File: src/rtl/seg_scan_pkg.sv
// seg_scan_pkg: shared widths, default scan divider and anode constants for the
// multiplexed 4-digit display scanner.
package seg_scan_pkg;
    localparam int DIGITS      = 4;
    localparam int NIBBLE      = 4;
    localparam int DIV_DEFAULT = 50000;
    localparam logic [DIGITS-1:0] AN_OFF = 4'b1111;
    localparam logic [DIGITS-1:0] AN_D0  = 4'b1110;
    typedef logic [NIBBLE-1:0] nibble_t;
endpackage

File: src/rtl/tick_gen.sv
// tick_gen: free-running prescaler counting 0..DIV-1; tick is high in the
// terminal-count cycle.
module tick_gen
    import seg_scan_pkg::*;
#(
    parameter int DIV = DIV_DEFAULT
) (
    input  logic clk,
    input  logic rst,
    output logic tick
);
    localparam int W = (DIV > 2) ? $clog2(DIV) : 1;
    localparam logic [W-1:0] LAST = W'(DIV - 1);
    logic [W-1:0] r_cnt;
    always_ff @(posedge clk)
        if (rst) r_cnt <= '0;
        else     r_cnt <= tick ? '0 : r_cnt + 1'b1;
    assign tick = r_cnt == LAST;
endmodule

File: src/rtl/seg_scan.sv
// seg_scan: scans four hex digits onto a shared nibble bus with active-low
// anodes, double-buffered loads committed at frame boundaries, and zero blanking.
module seg_scan
    import seg_scan_pkg::*;
#(
    parameter int DIV = DIV_DEFAULT
) (
    input  logic                     clk,
    input  logic                     rst,
    input  logic                     load,
    input  logic [DIGITS*NIBBLE-1:0] din,
    input  logic                     lz_en,
    output nibble_t                  b,
    output logic [DIGITS-1:0]        an,
    output logic                     blank,
    output logic                     frame,
    output logic                     pend
);
    logic [1:0]               r_idx;
    logic [DIGITS*NIBBLE-1:0] r_disp;
    logic [DIGITS*NIBBLE-1:0] r_shadow;
    logic                     r_pend;
    logic                     w_tick;
    logic                     w_wrap;
    logic                     w_blank;
    logic [DIGITS*NIBBLE-1:0] w_rest;

    tick_gen #(.DIV(DIV)) u_tick (
        .clk  (clk),
        .rst  (rst),
        .tick (w_tick)
    );

    assign w_wrap = w_tick && r_idx == 2'd3;

    // A load coinciding with the wrap bypasses the shadow and goes straight to disp.
    always_ff @(posedge clk)
        if (rst) begin
            r_idx    <= '0;
            r_disp   <= '0;
            r_shadow <= '0;
            r_pend   <= 1'b0;
        end else begin
            if (w_tick) r_idx <= r_idx + 2'd1;
            if (load && w_wrap) begin
                r_disp <= din;
                r_pend <= 1'b0;
            end else if (load) begin
                r_shadow <= din;
                r_pend   <= 1'b1;
            end else if (w_wrap && r_pend) begin
                r_disp <= r_shadow;
                r_pend <= 1'b0;
            end
        end

    // Nibbles from the current digit upward; all-zero means a leading zero.
    assign w_rest  = r_disp >> {r_idx, 2'b00};
    assign w_blank = lz_en && r_idx != 2'd0 && w_rest == '0;

    always_comb begin
        blank = w_blank;
        b     = w_blank ? '0 : w_rest[NIBBLE-1:0];
        an    = w_blank ? AN_OFF : ~(DIGITS'(1) << r_idx);
        frame = w_wrap;
        pend  = r_pend;
    end
endmodule

File: config.mk
export PLATFORM = sky130hd
export DESIGN_NAME = seg_scan
export DESIGN_NICKNAME = d
export VERILOG_FILES = /design/src/rtl/seg_scan_pkg.sv /design/src/rtl/tick_gen.sv /design/src/rtl/seg_scan.sv
export SDC_FILE = /design/constraint.sdc
export NUM_CORES = 1
export LEC_CHECK = 0
export CAP_MARGIN = 40
export CORE_MARGIN = 2
export CORE_UTILIZATION = 50
export CTS_CLUSTER_DIAMETER = 100
export CTS_CLUSTER_SIZE = 24
export DETAILED_ROUTE_END_ITERATION = 8
export PLACE_DENSITY_LB_ADDON = 0.1
export REMOVE_ABC_BUFFERS = 1
export SETUP_SLACK_MARGIN = 0.2
export SYNTH_ARGS = -nofsm -noshare
export SYNTH_HDL_FRONTEND = slang
export SYNTH_SLANG_ARGS = --single-unit
File: constraint.sdc
create_clock -name clk -period 6.8 [get_ports clk]
set_input_delay 1.36 -clock clk [delete_from_list [all_inputs] [get_ports clk]]
set_output_delay 1.36 -clock clk [all_outputs]
set_load 0.05 [all_outputs]
### After elaboration in Yosys (flattened, before gate mapping)

Cells that the tools add are included.
W data, S select, Z words.

* reductions and logical operators: 13
* eq/ne operators: 3
* shift-type cells: 2
* add/subtract/negate cells: 2
* bitwise operators: 2
* multiplexer cells: 7

Operators by type and width (count)
* $mux W16: 3
* $add A16 B1 Y16 const B: 1
* $eq A16 B16 Y1 const B: 1
* $logic_not A16 Y1: 1
* $shr A16 B4 Y16: 1
* $mux W4: 2
* $reduce_bool A2 Y1: 3
* $logic_and A1 B1 Y1: 5
* $not A4 Y4: 1
* $reduce_and A2 Y1: 2
* $reduce_or A2 Y1: 2
* $shl A1 B2 Y4 const A: 1
* $add A2 B1 Y2 const B: 1
* $eq A2 B2 Y1 const B: 1
* $mux W1: 2
* $ne A2 B1 Y1 const B: 1
* $not A1 Y1: 1

* input bits: 20
* flip-flop bits (word level): 51

### Longest topological paths before layout

Gate-level depths: netlist (run 1).

* depth in word-level cells: 6
* mapped depth: 7
* gate-level depth less buffers: 6

### Cells and area by module

Synthesis (run 1) repeated with hierarchy kept, for this count alone.

* cells, all modules: 273
* area, all modules: 2316.0 sq um

By module, submodules not included
* seg_scan: cells each 192, times used 1, area an instance 1605.3 sq um, seq. area each 700.7 sq um
* tick_gen: cells each 81, times used 1, area an instance 710.7 sq um, seq. area each 320.3 sq um

### Worst setup path before layout (run 1)

OpenSTA, ideal clock, no wires.

* path type: register to output
* start point: register r_idx[0]
* end point: output port an[1]
* cell stages (with the launch flop): 8
* arrival time: 3.105 ns
* path buffers: 1
* setup slack: 2.335 ns
* path through: dfxtp_1 > clkbuf_1 > inv_1 > ha_1 > inv_1 > nand3_1 > or4_1 > o21ai_0

* word-level cells in the longest chain between the ends: 4
* elaborated cells between the ends (all ways): 8

RTL lines
* start, declared: line seg_scan.sv:19 `logic [1:0] r_idx;`
* start signal, assigned: line seg_scan.sv:44 `if (w_tick) r_idx <= r_idx + 2'd1;`
* $shr A16 B4 Y16 / $reduce_bool A2 Y1 (equally long branches): line seg_scan.sv:58, seg_scan.sv:59
* $logic_not A16 Y1 / $logic_and A1 B1 Y1 (equally long branches): line seg_scan.sv:59 `assign w_blank = lz_en && r_idx != 2'd0 && w_rest == '0;`
* $logic_and A1 B1 Y1: line seg_scan.sv:59
* $mux W4 *: line seg_scan.sv:64 `an = w_blank ? AN_OFF : ~(DIGITS'(1) << r_idx);`
* end, declared: line seg_scan.sv:14 `output logic [DIGITS-1:0] an,`

Mark *: on every way between the ends. The rest lies on a longest branch, timed or not.

### Worst setup path in the final report (run 1)

* start point: input port lz_en
* end point: output port an[2]

* word-level cells in the longest chain between the ends: 3

RTL lines
* start, declared: line seg_scan.sv:12 `input logic lz_en,`
* $logic_and A1 B1 Y1 (2 in series): line seg_scan.sv:59
* $mux W4: line seg_scan.sv:64

No other way between the ends.

==> results of run 1 <==
==> per-layer routing <==
metal	wire length [um]	GRT usage, %	up-vias
met2	2250	29.9	35
met1	2580	27.8	901
met3	206	4.94	6
met5	0	0	-
li1	-	-	980
met4	57	5.45	0
==> synthesized netlist by cell type, types with 2 or more instances <==
cell       count  share of area (%)
clkbuf_1      10                1.5
inv_1          6               0.92
nor4_1         5                1.3
dfxtp_1       51                 42
nand4_1        4                1.0
nor2_1        56                8.6
a21oi_1       17                3.5
o21ai_0        3               0.62
nand2b_1       2               0.51
ha_1           5                2.6
xnor2_1       13                4.7
or4b_4         2                1.1
xor2_1         2               0.72
buf_1          2               0.31
nor3_1         4               0.82
nand2_1        3               0.46
nand3_1        6                1.2
mux2i_1       34                 14
o2bb2ai_1     17                6.1
or4_1          3               0.92
mux4_2         3                2.8
==> area by class of cell <==
type | count | area (um^2)
fill | 427 | 1840
sequential | 51 | 1020
tap | 67 | 83.8
timing repair buffer | 35 | 338
multi-input combinational | 188 | 1330
inverter | 6 | 22.5
clock inverter | 2 | 12.5
clock buffer | 6 | 72.6
==> per-stage QoR <==
| step | cell area (um^2) | total power (uW) | setup slack [ps] | util [%] |
|---|---|---|---|---|
| floorplan | 2370 | 344 | 2400 | - |
| finish | 2880 | 532 | 1970 | 61.0 |
| global placement | 2800 | 369 | 2000 | 59.2 |
| detailed placement | 2800 | 370 | 1940 | 59.2 |
| global route | 2880 | 557 | 1890 | 61.0 |
| CTS | 2880 | 539 | 1950 | 61.0 |
==> registers in the layout, summed over array words and instances, names as in the netlist <==
name / flops
r_idx: 2
r_disp: 16
pend: 1
r_shadow: 16
u_tick.r_cnt: 16
==> critical path: stages <==
cell and delay [ps]:
clkdlybuf4s50_1 460, nand3_1 70, or4_1 550, o21ai_0 210
clkdlybuf4s50_1 830
==> how the worst min path moves through the flow <==
stage / start / endpoint / depth (start not counted)
6_report: u_tick.r_cnt[0]$_SDFF_PP0_ / u_tick.r_cnt[0]$_SDFF_PP0_ / 1
5_1_grt: u_tick.r_cnt[0]$_SDFF_PP0_ / u_tick.r_cnt[0]$_SDFF_PP0_ / 1
4_1_cts: u_tick.r_cnt[0]$_SDFF_PP0_ / u_tick.r_cnt[0]$_SDFF_PP0_ / 1
3_5_place_dp: u_tick.r_cnt[0]$_SDFF_PP0_ / u_tick.r_cnt[0]$_SDFF_PP0_ / 1
3_3_place_gp: u_tick.r_cnt[0]$_SDFF_PP0_ / u_tick.r_cnt[0]$_SDFF_PP0_ / 1
2_1_floorplan: u_tick.r_cnt[0]$_SDFF_PP0_ / u_tick.r_cnt[0]$_SDFF_PP0_ / 1
==> cell families (layout without fill, tap and decap cells) <==
| kind of cell | count (synthesis) | after routing | synth area share (%) |
|---|---|---|---|
| and+or+nand+nor | 90 | 90 | 17.7 |
| DFF | 51 | 51 | 41.9 |
| AOI/OAI and AO/OA | 41 | 41 | 12.2 |
| muxes | 37 | 37 | 16.8 |
| buffers and inverters | 20 | 49 | 3.44 |
| xor gates and xnor gates | 15 | 15 | 5.40 |
| adders and majority gates | 5 | 5 | 2.57 |
==> layout by cell type, fill, tap and decap left out, types with 2 or more instances in the layout <==
cell             netlist  layout
a21oi_1               17      17
buf_4                  0       5
clkbuf_8               0       5
clkdlybuf4s50_1        0      30
dfxtp_1               51      51
ha_1                   5       5
inv_1                  6       6
mux2i_1               34      34
mux4_2                 3       3
nand2_1                3       3
nand2b_1               2       2
nand3_1                6       6
nand4_1                4       4
nor2_1                56      56
nor3_1                 4       4
nor4_1                 5       5
o21ai_0                3       3
o2bb2ai_1             17      17
or4_1                  3       3
or4b_4                 2       2
xnor2_1               13      13
xor2_1                 2       2
==> power by group through the flow <==
stage / clock network [uW] / registers (uW) / logic (uW)
6_report: 169 / 311 / 52.0
5_1_grt: 188 / 312 / 57.0
4_1_cts: 176 / 311 / 52.5
3_5_place_dp: 0 / 317 / 52.3
3_3_place_gp: 0 / 317 / 51.6
2_1_floorplan: 0 / 320 / 23.9
==> impl_metrics.tcl, run 1 <==
set metrics [dict create \
    worstSetupPathType "input port to primary output" \
    async_reset_ff_share_pct 0 \
    cts_tree "yes" \
    power.switching_uw 128 \
    path_clk_slew_ps 90 \
    routabilityCongestion 0.761 \
    slew_violations 0 \
    r2r-start "u_tick.r_cnt[7]$_SDFF_PP0_" \
    worstMarginPinSlew_ps 669 \
    drive_gt1_share_pct 6.60 \
    p_leak_uw 0.00107 \
    vdd_drop_max_v 0.000130 \
    antenna_found_initial 0 \
    cts_max_level 2 \
    holdWs_ps 470 \
    die_x_um 73.8 \
    arrival_ps 3470 \
    intPower_uw 404 \
    drc 0 \
    fp.coreArea_mm2 0.00472 \
    worst-r2r-cell-count 4 \
    hold_viol_final 0 \
    rrSetupSlack_ps 4510 \
    routedWlPerCell_um 14.4 \
    cts_root_buffer "clkbuf_8" \
    drt-initial-drc-count 87 \
    clock_latency_ps 300 \
    synth_edf_count 0 \
    ys_types 32 \
    clockBufferDepth 2 \
    layoutNonFillerInstCount 355 \
    outcome "finished clean" \
    crit_end "an[2]" \
    setup_tns_ps 0 \
    rows 25 \
    cts_resized 0 \
    combPwrFrac_pct 9.8 \
    ant_nets 0 \
    dpl.hpwl_um 3490 \
    die_y_um 73.8 \
    p_sw_share_pct 24.0 \
    grt.overflow.total 0 \
    cts_sinks 51 \
    crit_fanout 4 \
    hold_buffers 0 \
    fin_crit_ps 4830 \
    rr_endpoint "u_tick.r_cnt[9]$_SDFF_PP0_" \
    yosys_most_used_dff "dfxtp_1" \
    diodes 0 \
    io_buffer_count 30 \
    die_area_mm2 0.00544 \
    worstPathRequired_ps 5440 \
    syn_area_mm2 0.00243 \
    totalWireLength_um 5100 \
    relSlewSlack_pct 55.4 \
    clock.fmax_mhz 207 \
    ys_warn_count 0 \
    syn_area_per_cell_um2 9.40 \
    cts_buffers 5 \
    skew_ps 8.09 \
    firstDrtPassIters 4 \
    p_clk_share_pct 31.8 \
    ys_seq_area_share_pct 41.9 \
    syn_inst 259 \
    ys_ff_latch 51 \
    rsz0062_at_grt "no" \
    crit_start "lz_en" \
    grt_usage_pct 19.7 \
    vias_per_cell 5.41 \
    syn_to_final_growth_pct 18.3 \
    seq_power_share_pct 58.4 \
    drv_cap 0 \
    grt_pass1_vias 1702 \
    hold_path_class "register to register" \
    ios 31 \
    initial_core_util_pct 51.5 \
    nets 312 \
    grt_max_degree 35 \
    post-route-period-util_pct 71.1 \
    grt_pass1_wl_um 8050 \
    cp-end-kind "primary output" \
    num_vias 1922 \
    placedCellCount 347 \
    start_kind "input port" \
    setup-violations-final 0 \
    powerDensity_mw_per_mm2 185 \
    cts_setup_buffers 0 \
]
Power figures use the tool's default switching activity.
==> run 2: changes to the inputs <==
CORE_UTILIZATION = 49   (was 50)
clock period = 4.3 ns   (was 6.8 ns; I/O delays follow)
==> run 2 against run 1 <==
  * Sequential share of layout area down 0.21 points
  * Critical path depth fell by 1
  * Register-to-register slack lost 2500 ps
  * Via count shrank 3.0%
  * Hold slack got worse by 4.4 ps
  * Combinational power increased by 58%
  * Global-route usage rose by 0.072 points
  * Sequential cell count unchanged
  * Wire length decreased by 0.55%
  * Power grew 63%
  * Critical endpoint is now an[3]
  * Largest cell class unchanged
  * Highest routed layer unchanged
==> impl_metrics.tcl, run 2 (same netlist as run 1, synthesis figures left out) <==
set metrics [dict create \
    outcome "finished clean" \
    clock_latency_ps 300 \
    firstDrtPassIters 5 \
    holdWs_ps 465 \
    setup-violations-final 0 \
    cts_max_level 2 \
    drc 0 \
    cts_resized 0 \
    dpl.hpwl_um 3480 \
    critPathMaxStageDelay_ps 830 \
    relSlewSlack_pct 55.2 \
    min_to "u_tick.r_cnt[0]$_SDFF_PP0_" \
    io_buffer_count 30 \
    clock.fmax_mhz 254 \
    routedWlPerCell_um 14.3 \
    r2r-start "u_tick.r_cnt[7]$_SDFF_PP0_" \
    top_regs "r_disp x16, r_shadow x16, u_tick.r_cnt x16" \
    arrival_ps 3080 \
    antenna_found_initial 0 \
    slowest_stage "clkdlybuf4s50_1" \
    hold_buffers 0 \
    fp.coreArea_mm2 0.00475 \
    seq_power_share_pct 56.5 \
    ios 31 \
    power.switching_uw 196 \
    grt_max_degree 24 \
    p_sw_share_pct 22.6 \
    rsz0062_at_grt "no" \
    cts_sinks 51 \
    die_y_um 74.5 \
    critPathBufInv 1 \
    worst-r2r-cell-count 4 \
    vias_per_cell 5.25 \
    cts_root_buffer "clkbuf_8" \
    cp-end-kind "primary output" \
    worstPathRequired_ps 3440 \
    worstMarginPinSlew_ps 672 \
    hold_path_depth 1 \
    drv_cap 0 \
    cpLargestDelayFamily "buffers and inverters" \
    num_vias 1865 \
    slew_violations 0 \
    die_area_mm2 0.00555 \
    setup_tns_ps 0 \
    p_leak_uw 0.00108 \
    fill_cells 439 \
    grt_usage_pct 19.8 \
    crit_fanout 11 \
    drive_gt1_share_pct 6.60 \
    die_x_um 74.5 \
    clockBufferDepth 2 \
    hp-start "u_tick.r_cnt[0]$_SDFF_PP0_" \
    hold_path_class "register to register" \
    final_cell_mix "56 x nor2_1, 51 x dfxtp_1, 34 x mux2i_1" \
    rrSetupSlack_ps 2020 \
    grt_pass1_vias 1709 \
    powerDensity_mw_per_mm2 300 \
    grt_pass1_wl_um 8290 \
    worstSetupPathType "register to primary output" \
    cts_buffers 5 \
    rr_endpoint "u_tick.r_cnt[13]$_SDFF_PP0_" \
    skew_ps 7.35 \
    drt-initial-drc-count 73 \
    nets 312 \
    rows 25 \
    start_kind "register" \
    post-route-period-util_pct 91.5 \
    routabilityCongestion 0.757 \
    hold_viol_final 0 \
    intPower_uw 672 \
    diodes 0 \
    cts_tree "yes" \
    grt.overflow.total 0 \
    initial_core_util_pct 51.2 \
    fin_crit_ps 3940 \
    path_clk_slew_ps 90 \
    ant_nets 0 \
    combPwrFrac_pct 9.5 \
    path_cells "mux4_2, or4_1, o21ai_0, clkdlybuf4s50_1" \
    syn_to_final_growth_pct 19.0 \
    p_clk_share_pct 34.0 \
    cts_setup_buffers 0 \
    vdd_drop_max_v 0.000184 \
    totalWireLength_um 5070 \
    final_common_cell "nor2_1" \
    power_uw 868 \
]
[run 2: cell count changes in the layout (fill, tap and decap cells not counted)]
cell / before / now
dlymetal6s2s_1: 0 / 1
clkdlybuf4s50_1: 30 / 29
clkinv_2: 1 / 0
clkinvlp_4: 1 / 0
clkbuf_8: 5 / 7
[run 2: through the flow]
stage | worst slack (ps) | instance area, um^2 | cells | utilization, %
floorplan | 474 | 2370 | 245 | -
global placement | 505 | 2800 | 347 | 58.8
detailed placement | 486 | 2800 | 347 | 58.8
CTS | 347 | 2900 | 355 | 60.9
global route | 206 | 2900 | 355 | 60.9
finish | 364 | 2900 | 355 | 60.9
[run 2: cell type report]
cell class / count / area [um^2] / area share, %
multi-input combinational: 188 / 1330 / 45.9
clock buffer: 8 / 100 / 3.45
sequential: 51 / 1020 / 35.2
timing repair buffer: 35 / 340 / 11.7
tap: 67 / 83.8 / 2.89
inverter: 6 / 22.5 / 0.777
[run 2: worst max-delay path by stage]
stage / depth (start not counted) / endpoint / start / slack, ps
detailed placement: 5 / an[3] / lz_en / 490
global route: 7 / an[1] / r_idx[0]$_SDFFE_PP0N_ / 210
floorplan: 6 / an[1] / r_idx[0]$_SDFFE_PP0N_ / 470
CTS: 4 / an[3] / r_idx[0]$_SDFFE_PP0N_ / 350
finish: 4 / an[3] / r_idx[0]$_SDFFE_PP0N_ / 360
global placement: 5 / an[2] / lz_en / 510
[run 2: routing by layer]
layer | vias up | track usage (%) | wire (um)
li1 | 975 | - | -
met1 | 855 | 30.1 | 2660
met2 | 30 | 28.0 | 2150
met3 | 5 | 4.20 | 197
met4 | 0 | 5.95 | 59
met5 | - | 0 | 0
[run 2: power by group through the flow]
| stage | registers (uW) | logic (uW) | clock network [uW] |
|---|---|---|---|
| 3_3_place_gp | 501 | 81.8 | 0 |
| 5_1_grt | 492 | 91.2 | 325 |
| 6_report | 491 | 82.4 | 295 |
| 4_1_cts | 491 | 82.9 | 307 |
| 3_5_place_dp | 502 | 82.6 | 0 |
| 2_1_floorplan | 506 | 37.7 | 0 |
==> run 3: changes to the inputs <==
CORE_ASPECT_RATIO = 0.7   (was default)
==> run 3 against run 2 <==
  * Cell count increased by 0.28%
  * Power fell by 2.5%
  * Wire length up 3.6%
  * Largest cell class unchanged
  * Highest routed layer unchanged
==> impl_metrics.tcl, run 3 (same netlist as run 1, synthesis figures left out) <==
set metrics [dict create \
    skew_ps 4.13 \
    critPathMaxStageDelay_ps 820 \
    fill_cells 454 \
    seqCellArea_mm2 0.00102 \
    path_cells "clkdlybuf4s50_1, nand3_1, or4_1, o21ai_0, clkdlybuf4s50_1" \
    ios 31 \
    firstDrtPassIters 4 \
    cts_max_level 2 \
    start_kind "input port" \
    cts_buffers 5 \
    worstPathRequired_ps 3440 \
    cts_tree "yes" \
    initial_core_util_pct 50.9 \
    cp-end-kind "primary output" \
    powerDensity_mw_per_mm2 293 \
    outcome "finished clean" \
    grt_max_degree 26 \
    die_y_um 63.0 \
    dpl_cell_area_mm2 0.00280 \
    hold_path_class "register to register" \
    cts_sinks 51 \
    multi_input_area_mm2 0.00133 \
    relSlewSlack_pct 53.9 \
    diodes 0 \
    ant_nets 0 \
    path_clk_slew_ps 80 \
    io_buffer_count 30 \
    drive_gt1_share_pct 6.97 \
    worstMarginPinSlew_ps 691 \
    fp.coreArea_mm2 0.00478 \
    slew_violations 0 \
    cp_common_cell "clkdlybuf4s50_1" \
    grt.overflow.total 0 \
    routedWlPerCell_um 14.8 \
    grt_pass1_vias 1777 \
    drv_cap 0 \
    critPathBufInv 2 \
    grt_usage_pct 20.3 \
    dpl.hpwl_um 3670 \
    stdcell_area_mm2 0.00289 \
    slowest_stage "clkdlybuf4s50_1" \
    hold_viol_final 0 \
    drc 0 \
    antenna_found_initial 0 \
    hold_buffers 0 \
    clockBufferDepth 2 \
    rsz0062_at_grt "no" \
    die_area_mm2 0.00556 \
    setup-violations-final 0 \
    vias_per_cell 5.35 \
    p_leak_uw 0.00107 \
    drt-initial-drc-count 93 \
    nets 312 \
    final_common_cell "nor2_1" \
    cts_root_buffer "clkbuf_8" \
    routabilityCongestion 0.794 \
    top_regs "r_disp x16, r_shadow x16, u_tick.r_cnt x16" \
    post-route-period-util_pct 88.7 \
    cpLargestDelayFamily "buffers and inverters" \
    clock_latency_ps 290 \
    crit_fanout 4 \
    rows 21 \
    cts_setup_buffers 0 \
    final_cell_mix "56 x nor2_1, 50 x dfxtp_1, 34 x mux2i_1" \
    grt_pass1_wl_um 8690 \
    vdd_drop_max_v 0.000209 \
    syn_to_final_growth_pct 18.6 \
    setup_tns_ps 0 \
    worstSetupPathType "input port to primary output" \
    cts_resized 0 \
    die_x_um 88.3 \
    totalWireLength_um 5250 \
    num_vias 1903 \
    clock.fmax_mhz 262 \
    fin_crit_ps 3820 \
    arrival_ps 2960 \
]
==> run 3: cell count changes in the layout (fill, tap and decap cells not counted) <==
cell | before | now
clkinv_2 | 0 | 1
clkbuf_1 | 1 | 0
clkdlybuf4s50_1 | 29 | 30
dfxtp_2 | 0 | 1
dlymetal6s2s_1 | 1 | 0
dfxtp_1 | 51 | 50
clkbuf_8 | 7 | 6
==> run 3: routing by layer <==
metal / wire (um) / track usage [%] / part of all wire [%]
met5: 0 / 0 / 0
met4: 22 / 5.68 / 0.42
met3: 208 / 4.62 / 4.0
met2: 2190 / 28.8 / 42
met1: 2830 / 30.6 / 54
==> run 3: layout make-up <==
cell class | instances | area share (%)
clock buffers | 6 | 2.86
repair buffers | 35 | 11.7
clock inverters | 1 | 0.173
well taps | 69 | 2.99
multi-input cells | 188 | 46.1
inverters | 6 | 0.780
flip-flops and latches | 51 | 35.4
==> run 3: metrics by stage <==
stage / std cells / hold slack [ps] / utilization, % / setup slack [ps] / power (uW)
2_1_floorplan: 245 / 426 / - / 474 / 544
3_3_place_gp: 349 / 437 / 58.5 / 499 / 584
3_5_place_dp: 349 / 459 / 58.5 / 471 / 585
4_1_cts: 356 / 472 / 60.3 / 309 / 858
5_1_grt: 356 / 494 / 60.4 / 338 / 884
6_report: 356 / 472 / 60.4 / 484 / 846
==> run 3: power by group <==
group	leakage [uW]	internal [uW]	switching [uW]	total, uW
combinational	0.000610	41.2	41.8	83.0
clock	0.0000470	126	146	272
sequential	0.000415	484	7.10	491
total	0.00107	651	195	846
==> run 3: final timing paths <==
path	endpoint	cells after the start	slack [ps]	start
worst max-delay path	an[3]	5	480	lz_en
worst min-delay path	u_tick.r_cnt[0]$_SDFF_PP0_	1	470	u_tick.r_cnt[0]$_SDFF_PP0_
worst max register to register	u_tick.r_cnt[6]$_SDFF_PP0_	4	1970	u_tick.r_cnt[7]$_SDFF_PP0_
worst min register to register	u_tick.r_cnt[0]$_SDFF_PP0_	1	470	u_tick.r_cnt[0]$_SDFF_PP0_
